**config.mk**
```make
export PLATFORM = sky130hd
export DESIGN_NAME = me_load_stage
export DESIGN_NICKNAME = d
export VERILOG_FILES = /design/src/rtl/me_load_stage.sv
export SDC_FILE = /design/constraint.sdc
export NUM_CORES = 1
export LEC_CHECK = 0
export CORE_UTILIZATION = 38
export CTS_CLUSTER_DIAMETER = 80
export DETAILED_ROUTE_END_ITERATION = 10
export PLACE_DENSITY = 0.69
export REMOVE_ABC_BUFFERS = 1
export SLEW_MARGIN = 0
export SYNTH_ARGS = -nofsm -noshare
export SYNTH_HDL_FRONTEND = slang
export SYNTH_SLANG_ARGS = --single-unit
```
**constraint.sdc**
```tcl
create_clock -name clk -period 3.9 [get_ports clk]
set_input_delay 0.975 -clock clk [delete_from_list [all_inputs] [get_ports clk]]
set_output_delay 0.975 -clock clk [all_outputs]
set_load 0.01 [all_outputs]
```
**src/rtl/me_load_stage.sv**
```systemverilog
// Memory stage of the in-order pipeline: holds one instruction, formats load
// data (byte/half/word, LWL/LWR merge) and keeps the result stable across WB stalls.
module me_load_stage (
  input  logic        clk,
  input  logic        resetn,
  input  logic        ex_to_me_valid,
  output logic        me_allowin,
  input  logic        wb_allowin,
  output logic        me_to_wb_valid,
  input  logic [31:0] ex_pc,
  input  logic [31:0] ex_alu_result,
  input  logic [4:0]  ex_write_reg,
  input  logic        ex_reg_write,
  input  logic        ex_mem_to_reg,
  input  logic [2:0]  ex_mem_width,
  input  logic [1:0]  ex_mem_combine,
  input  logic [31:0] ex_rt_data,
  input  logic [31:0] data_sram_rdata,
  output logic        me_valid,
  output logic [31:0] me_pc,
  output logic [4:0]  me_write_reg,
  output logic        me_reg_write,
  output logic [31:0] me_result
);

  logic        meValid;
  logic        accept;
  logic [31:0] pcReg, aluReg, rtReg;
  logic [4:0]  writeRegReg;
  logic        regWriteReg, memToRegReg;
  logic [2:0]  widthReg;
  logic [1:0]  combineReg;
  logic        rdataHeld;
  logic [31:0] holdReg;

  assign me_allowin     = !meValid || wb_allowin;
  assign accept         = ex_to_me_valid && me_allowin;
  assign me_valid       = meValid;
  assign me_to_wb_valid = meValid;

  always_ff @(posedge clk) begin
    if (!resetn) begin
      meValid <= 1'b0;
    end else if (me_allowin) begin
      meValid <= ex_to_me_valid;
    end
  end

  // NOTE: payload registers carry no reset; meValid qualifies every use of them.
  always_ff @(posedge clk) begin
    if (accept) begin
      pcReg       <= ex_pc;
      aluReg      <= ex_alu_result;
      rtReg       <= ex_rt_data;
      writeRegReg <= ex_write_reg;
      regWriteReg <= ex_reg_write;
      memToRegReg <= ex_mem_to_reg;
      widthReg    <= ex_mem_width;
      combineReg  <= ex_mem_combine;
    end
  end

  // SRAM data is only valid on the first ME cycle, so snapshot it when WB stalls.
  always_ff @(posedge clk) begin
    if (!resetn) begin
      rdataHeld <= 1'b0;
      holdReg   <= 32'h0;
    end else if (accept) begin
      rdataHeld <= 1'b0;
    end else if (meValid && !wb_allowin && !rdataHeld) begin
      rdataHeld <= 1'b1;
      holdReg   <= data_sram_rdata;
    end
  end

  logic [31:0] loadWord;
  logic [1:0]  addrLow;
  logic [7:0]  byteSel;
  logic [15:0] halfSel;
  logic [31:0] loadResult;

  // NOTE: every always_comb output gets a default first so no latch is inferred.
  always_comb begin
    loadWord   = rdataHeld ? holdReg : data_sram_rdata;
    addrLow    = aluReg[1:0];
    byteSel    = loadWord[{addrLow, 3'b000} +: 8];
    halfSel    = addrLow[1] ? loadWord[31:16] : loadWord[15:0];
    loadResult = loadWord;
    case (combineReg)
      2'b01: begin
        case (addrLow)
          2'd0:    loadResult = {loadWord[7:0],  rtReg[23:0]};
          2'd1:    loadResult = {loadWord[15:0], rtReg[15:0]};
          2'd2:    loadResult = {loadWord[23:0], rtReg[7:0]};
          default: loadResult = loadWord;
        endcase
      end
      2'b10: begin
        case (addrLow)
          2'd0:    loadResult = loadWord;
          2'd1:    loadResult = {rtReg[31:24], loadWord[31:8]};
          2'd2:    loadResult = {rtReg[31:16], loadWord[31:16]};
          default: loadResult = {rtReg[31:8],  loadWord[31:24]};
        endcase
      end
      default: begin
        case (widthReg)
          3'b000:  loadResult = {24'h0, byteSel};
          3'b001:  loadResult = {{24{byteSel[7]}}, byteSel};
          3'b010:  loadResult = {16'h0, halfSel};
          3'b011:  loadResult = {{16{halfSel[15]}}, halfSel};
          default: loadResult = loadWord;
        endcase
      end
    endcase
  end

  assign me_pc        = pcReg;
  assign me_write_reg = writeRegReg;
  assign me_reg_write = regWriteReg && meValid && (writeRegReg != 5'd0);
  assign me_result    = memToRegReg ? loadResult : aluReg;

endmodule

```
==> summary.txt, run 1 <==
Run status
  – Status: complete, no violations

Yosys
  – Post-synth top flop: edfxtp_1
  – Distinct cells, synth: 47
  – Most frequent cell after synthesis: nand2_1
  – Synth warnings: 0
  – Synthesis-stage register bit count: 142
  – Post-synth EDFFs: 108
  – Syn_area_per_cell: 11.4 sq um
  – Seq/Total Area, Yosys: 50.6%
  – Top cell type by total area after synthesis: edfxtp_1
  – Async S/R FF share, synth: 0%
  – Synth top cells by count: nand2_1 (111), edfxtp_1 (108), nor2_1 (51)
  – Cells after Synth: 678
  – Synth top area share: 41.8%
  – Largest cells by area after synthesis: edfxtp_1 (42%), mux4_2 (9.6%), dfxtp_1 (8.8%), nand2_1 (5.4%), mux2i_1 (3.7%)
  – Post-Synthesis Cell Area: 7760 sq um

Routing
  – DRC: 0
  – Number of nets still failing antenna checks after routing: 0
  – Met3 Wirelength: 2280 microns
  – Post-DR wirelength/cell: 21.0 microns
  – Total number of vias: 6866
  – Met1 WL: 10500 microns
  – Pre-Repair DR Iteration Count: 5
  – Total wire length: 26000 microns
  – Vias per cell: 5.54
  – Top Layer Used: met4
  – DR iter-0 viols: 452
  – Met2 wire length: 12700 microns

Global routing
  – Largest net degree at the start of global routing: 58
  – Gr ovfl total: 0
  – Gr usage total: 25.5%
  – Vias in the first global route: 6995
  – Antenna violations before repair: 0
  – First-pass GRT wire length: 39000 microns

Die
  – Initial Util: 39.3%
  – I/O pin total: 217
  – Rows: 51
  – Die area: 21000 sq um
  – Die Width: 145 microns
  – Die H: 145 microns
  – Total core area: 19700 sq um

Power and ir drop
  – Pleak: 4.23 nW
  – Switching power: 1.19 mW
  – Peak VDD IR: 0.359 mV
  – Clock power share: 38.4%
  – Sequential power share: 40.5%
  – Combinational power share: 21.1%
  – PD cells: 381 nW/um^2
  – Switching share of power: 27.2%
  – Power, Total: 4.37 mW
  – P_int: 3.18 mW

STA
  – Max Slew Vio Count: 0
  – Tcrit/Tclk final: 99.3%
  – RSZ-0062 raised after global routing: yes
  – Slew @ Worst Pin: 0.791 ns
  – Final setup vio count: 0
  – Final hold vios: 0
  – Headroom to the max-slew limit: 47.1%
  – Skew final: 0.00961 ns
  – Post-layout min period: 3.87 ns
  – Fmax: 258 MHz

Clocking
  – Hold Buf Count CTS: 0
  – Clock buffer depth: 2
  – CTS Sinks: 142
  – Total CTS buffers: 17
  – Clock Root Buffer: clkbuf_16
  – Worst skew pair latency: 0.42 ns
  – CTS HTree Levels: 4
  – Clock slew at reported path FFs: 0.07 ns
  – CTS tree: done

Worst setup path
  – R2R Setup Slk: 1.95 ns
  – Worst Setup End Kind: output pin
  – Worst r2r src: rdataHeld
  – FF-to-FF path depth: 4
  – Critical path class: primary input to output pin
  – Critical Path RT: 2.92 ns
  – R2r endpoint: holdReg[16]
  – Critical path arrival: 2.90 ns
  – CP max FO: 4
  – Worst setup SP type: primary input

Hold path
  – Hold EP: holdReg[29]
  – Worst hold start: holdReg[29]
  – Hold Crit Class: flop to flop
  – Hold path depth: 2

Placed design
  – Gpl congestion: 0.887
  – Dpl hpwl: 18400 microns
  – Placed Instances: 1191
  – IO Port Bufs: 216

Layout
  – N_diodes: 0
  – Share of cells above drive strength 1: 23.7%
  – Nets: 1107
  – Layout filler cell count: 1661
  – Layout area overhead: 47.7%
  – Finished Layout Cells: 1239

Run
  – Max_cap viols: 0
-- area by class of cell --
type                       instances  area (sq um)  area share, %
inverter                           8          30.0          0.262
tap                              265           332           2.89
clock inverter                    14           170           1.48
sequential                       142          3930           34.2
clock buffer                      18           429           3.74
multi-input combinational        476          3640           31.7
timing repair buffer             316          2940           25.6
-- per-layer routing --
layer | track usage, % | vias to the layer above
li1 | - | 3158
met1 | 31.3 | 3308
met2 | 43.1 | 348
met3 | 6.84 | 52
met4 | 8.64 | 0
met5 | 0 | -
-- through the flow --
step | hold slack, ns | cell area (sq um) | setup TNS (ns) | worst slack, ns | util, %
finish | 0.475 | 11500 | 0 | 0.0260 | 58.1
global route | 0.515 | 11500 | -0.0771 | -0.0296 | 58.1
CTS | 0.478 | 11400 | 0 | 0.00443 | 57.8
detailed placement | 0.470 | 10700 | -16.48 | -0.818 | 54.2
global placement | 0.462 | 10700 | -16.08 | -0.824 | 54.2
floorplan | 0.450 | 7500 | -52.32 | -0.798 | -
-- how the worst max path moves through the flow --
stage                                   start       endpoint  slack [ns]  cells past startpoint
final                     data_sram_rdata[31]  me_result[13]        0.03                     10
after CTS                  data_sram_rdata[6]   me_result[6]       0.004                      8
after global routing      data_sram_rdata[20]  me_result[20]       -0.03                      8
after floorplan                     aluReg[0]  me_result[15]       -0.80                      5
after global placement    data_sram_rdata[23]  me_result[20]       -0.82                      8
after detailed placement  data_sram_rdata[23]  me_result[20]       -0.82                      8
-- worst max-delay path, cell delays in order --
cell	delay, ns
dlygate4sd2_1	0.26
mux2i_2	0.23
a22oi_2	0.10
buf_4	0.16
a41oi_4	0.31
buf_6	0.15
buf_6	0.09
a211oi_1	0.06
a2111o_1	0.41
buf_2	0.16
-- repair_timing --
action / 4_1_cts / 5_1_grt
pin swaps: 5 / 2
endpoints found under the setup margin: 32 / 18
setup buffers: 9 / 7
gates resized for setup: 89 / 26
-- logic make-up (layout without fill, tap and decap cells) --
family                   count (synthesis)  in the layout  synth area share [%]
AO/OA/AOI/OAI                          189            189                  17.4
flip-flops                             142            142                  50.6
AND/OR/NAND/NOR                        195            195                  10.5
buffers and inverters                   60            356                  3.68
multiplexers                            90             90                  17.5
adder cells (fa/ha/maj)                  2              2                 0.323
-- placed cells by master (no fill, tap or decap), drive strengths merged, types with 6 or more instances in the layout --
cell type      instances
and2                   6
edfxtp               108
buf                  108
mux2i                 31
o22ai                 13
o211ai                 8
a211oi                35
clkdlybuf4s50        175
mux2                  26
dfxtp                 34
inv                   15
dlygate4sd2           18
a21boi                34
nor3                   6
a21oi                 23
nand2b                12
mux4                  33
clkbuf                23
nor2                  51
o21ai                 33
a221oi                12
nand2                111
-- power groups by stage --
stage	logic [mW]	clock network [mW]	registers, mW
global route	0.988	1.77	1.78
floorplan	0.355	0	1.83
CTS	0.908	1.71	1.77
global placement	0.901	0	1.80
detailed placement	0.904	0	1.81
finish	0.920	1.68	1.77
Power figures use the tool's default switching activity.
==> run 2: changes to the inputs <==
Settings changed: CTS_CLUSTER_DIAMETER 80 to 100, DONT_BUFFER_PORTS set to 1, PLACE_DENSITY 0.69 to 0.55.
==> run 2 against run 1 <==
Effect of this change:
- final area down 23%
- largest cell class unchanged
- final cell count down 22%
- sequential power about the same
- first-iteration DRC count up 2.2%
- count of clock-buffer cells in the layout up 1
- utilization down 13 points
- highest routed layer unchanged
==> summary.txt, run 2 (synthesis results as in run 1) <==
Run status
  – Status: complete, no violations (unchanged)

Worst setup path
  – R2R Setup Slk: 1.87 ns (was 1.95 ns)
  – CP most frequent cell: o221ai_1 (was buf_6)
  – Critical Path RT: 2.92 ns (about the same)
  – Worst Setup End Kind: output pin (unchanged)
  – Worst setup path start: widthReg[2] (was data_sram_rdata[31])
  – WP depth: 5 (was 10)
  – Worst r2r src: me_to_wb_valid (was rdataHeld)
  – Critical path class: flop to output pin (was primary input to output pin)
  – Max stage delay cell, worst path: edfxtp_1 (was a2111o_1)
  – Critical path's largest stage delay: 0.60 ns (was 0.41 ns)
  – FF-to-FF path depth: 3 (was 4)
  – Worst setup SP type: flop (was primary input)
  – Crit path cell chain: buf_4 > clkinv_1 > o221ai_1 > o221ai_1 > o2bb2ai_1 (was dlygate4sd2_1 > mux2i_2 > a22oi_2 > buf_4 > a41oi_4 > buf_6 > buf_6 > a211oi_1 > a2111o_1 > buf_2)
  – R2r endpoint: rtReg[28] (was holdReg[16])
  – CP max FO: 10 (was 4)
  – Worst setup path endpoint: me_result[7] (was me_result[13])
  – Crit-path leading delay family: compound AO/OA/AOI/OAI gates (unchanged)
  – Critical path arrival: 2.74 ns (was 2.90 ns)
  – CP Buf/Inv Count: 2 (was 5)

Layout
  – Finished Layout Cells: 972 (was 1239)
  – N_diodes: 0 (unchanged)
  – Nets: 840 (was 1107)
  – Post-route cell area: 8850 sq um (was 11500 sq um)
  – Share of cells above drive strength 1: 21.4% (was 23.7%)
  – Commonest non-fill, non-tap cell in the layout: nand2_1 (was clkdlybuf4s50_1)
  – Layout filler cell count: 1809 (was 1661)
  – Commonest non-fill, non-tap cells in the layout: nand2_1 (111), edfxtp_1 (108), nor2_1 (50), buf_4 (46) (was clkdlybuf4s50_1 (175), nand2_1 (111), edfxtp_1 (108), buf_4 (88), nor2_1 (50))
  – Layout area overhead: 14.0% (was 47.7%)

Clocking
  – Total CTS buffers: 17 (unchanged)
  – Clock Root Buffer: clkbuf_16 (unchanged)
  – CTS tree: done (unchanged)
  – CTS HTree Levels: 4 (unchanged)
  – Hold Buf Count CTS: 0 (unchanged)
  – Clock slew at reported path FFs: 0.06 ns (was 0.07 ns)
  – Clock buffer depth: 2 (unchanged)
  – CTS Sinks: 142 (unchanged)
  – Worst skew pair latency: 0.43 ns (was 0.42 ns)

STA
  – Skew final: 0.0113 ns (was 0.00961 ns)
  – Worst hold slack: 0.479 ns (was 0.475 ns)
  – Post-layout min period: 3.72 ns (was 3.87 ns)
  – RSZ-0062 raised after global routing: no (was yes)
  – Slew @ Worst Pin: 0.728 ns (was 0.791 ns)
  – Final hold vios: 0 (unchanged)
  – Tcrit/Tclk final: 95.4% (was 99.3%)
  – Max Slew Vio Count: 0 (unchanged)
  – Final setup vio count: 0 (unchanged)
  – Setup TNS: 0 ns (unchanged)
  – Fmax: 269 MHz (was 258 MHz)
  – Headroom to the max-slew limit: 51.5% (was 47.1%)

Routing
  – Total wire length: 25000 microns (was 26000 microns)
  – Total number of vias: 5949 (was 6866)
  – Number of nets still failing antenna checks after routing: 0 (unchanged)
  – DRC: 0 (unchanged)
  – Post-DR wirelength/cell: 25.7 microns (was 21.0 microns)
  – Pre-Repair DR Iteration Count: 5 (unchanged)
  – DR iter-0 viols: 462 (was 452)
  – Vias per cell: 6.12 (was 5.54)

Placed design
  – Placed Instances: 938 (was 1191)
  – Dpl hpwl: 17500 microns (was 18400 microns)
  – IO Port Bufs: 0 (was 216)
  – Gpl congestion: 0.918 (was 0.887)
  – Placed Instance Area: 8230 sq um (was 10700 sq um)

Die
  – Die area: 21000 sq um (unchanged)
  – Die Width: 145 microns (unchanged)
  – I/O pin total: 217 (unchanged)
  – Die H: 145 microns (unchanged)
  – Rows: 51 (unchanged)
  – Total core area: 19700 sq um (unchanged)
  – Initial Util: 39.3% (unchanged)

Global routing
  – Vias in the first global route: 6042 (was 6995)
  – Antenna violations before repair: 0 (unchanged)
  – First-pass GRT wire length: 36200 microns (was 39000 microns)
  – Gr ovfl total: 0 (unchanged)
  – Largest net degree at the start of global routing: 48 (was 58)
  – Gr usage total: 24.2% (was 25.5%)

Hold path
  – Hold path depth: 2 (unchanged)
  – Hold Crit Class: flop to flop (unchanged)

Power and ir drop
  – Peak VDD IR: 0.307 mV (was 0.359 mV)
  – Pleak: 3.01 nW (was 4.23 nW)
  – PD cells: 453 nW/um^2 (was 381 nW/um^2)

Run
  – Max_cap viols: 0 (unchanged)
==> run 2: cell count changes in the layout (fill, tap and decap cells not counted), moves of 6 or more <==
cell | previous run | this run
buf_2 | 8 | 0
buf_4 | 88 | 46
buf_6 | 6 | 0
clkdlybuf4s50_1 | 175 | 0
dlygate4sd2_1 | 18 | 0
==> run 2: timing repair <==
action | CTS | global route
setup buffers | 2 | 0
setup endpoints to repair | 1 | 6
cloned | 0 | 0
resized for setup | 0 | 3
==> run 2: final cells by class <==
| cell class | instances | area, sq um | share of cell area [%] |
|---|---|---|---|
| inverters | 8 | 30.0 | 0.339 |
| well taps | 265 | 332 | 3.75 |
| clock inverters | 13 | 144 | 1.63 |
| multi-input cells | 476 | 3570 | 40.3 |
| flip-flops and latches | 142 | 3930 | 44.4 |
| clock buffers | 19 | 443 | 5.01 |
| repair buffers | 49 | 405 | 4.58 |
==> run 2: through the flow <==
stage          worst slack (ns)  power, mW  util, %
3_3_place_gp              0.356       2.39     41.7
6_report                  0.180       4.00     44.9
3_5_place_dp              0.268       2.40     41.7
2_1_floorplan            -0.798       2.19        -
4_1_cts                  0.0789       4.03     44.8
5_1_grt                 0.00632       4.14     44.9
==> run 2: how the worst min path moves through the flow <==
| stage | start | end |
|---|---|---|
| final | holdReg[6] | holdReg[6] |
| after global routing | holdReg[30] | holdReg[30] |
| after CTS | holdReg[30] | holdReg[30] |
| after detailed placement | holdReg[6] | holdReg[6] |
| after global placement | holdReg[5] | holdReg[5] |
| after floorplan | holdReg[5] | holdReg[5] |
==> run 2: worst reg2reg max path, cell delays in order, from the launching register on <==
cell and delay (ns):
dfxtp_1 0.40, nand2b_1 0.28, and2_4 0.61, buf_4 0.41
==> run 2: metal layers <==
layer | GRT usage (%) | share of wire [%]
met2 | 41.1 | 49
met5 | 0 | 0
met3 | 8.29 | 11
met1 | 27.8 | 37
met4 | 9.97 | 3.2
==> run 2: report_power, final <==
part	internal, mW	leakage (nW)	total [mW]	switching, mW
Sequential	1.72	1.32	1.79	0.0664
Combinational	0.244	1.40	0.585	0.341
Clock	0.923	0.287	1.63	0.706
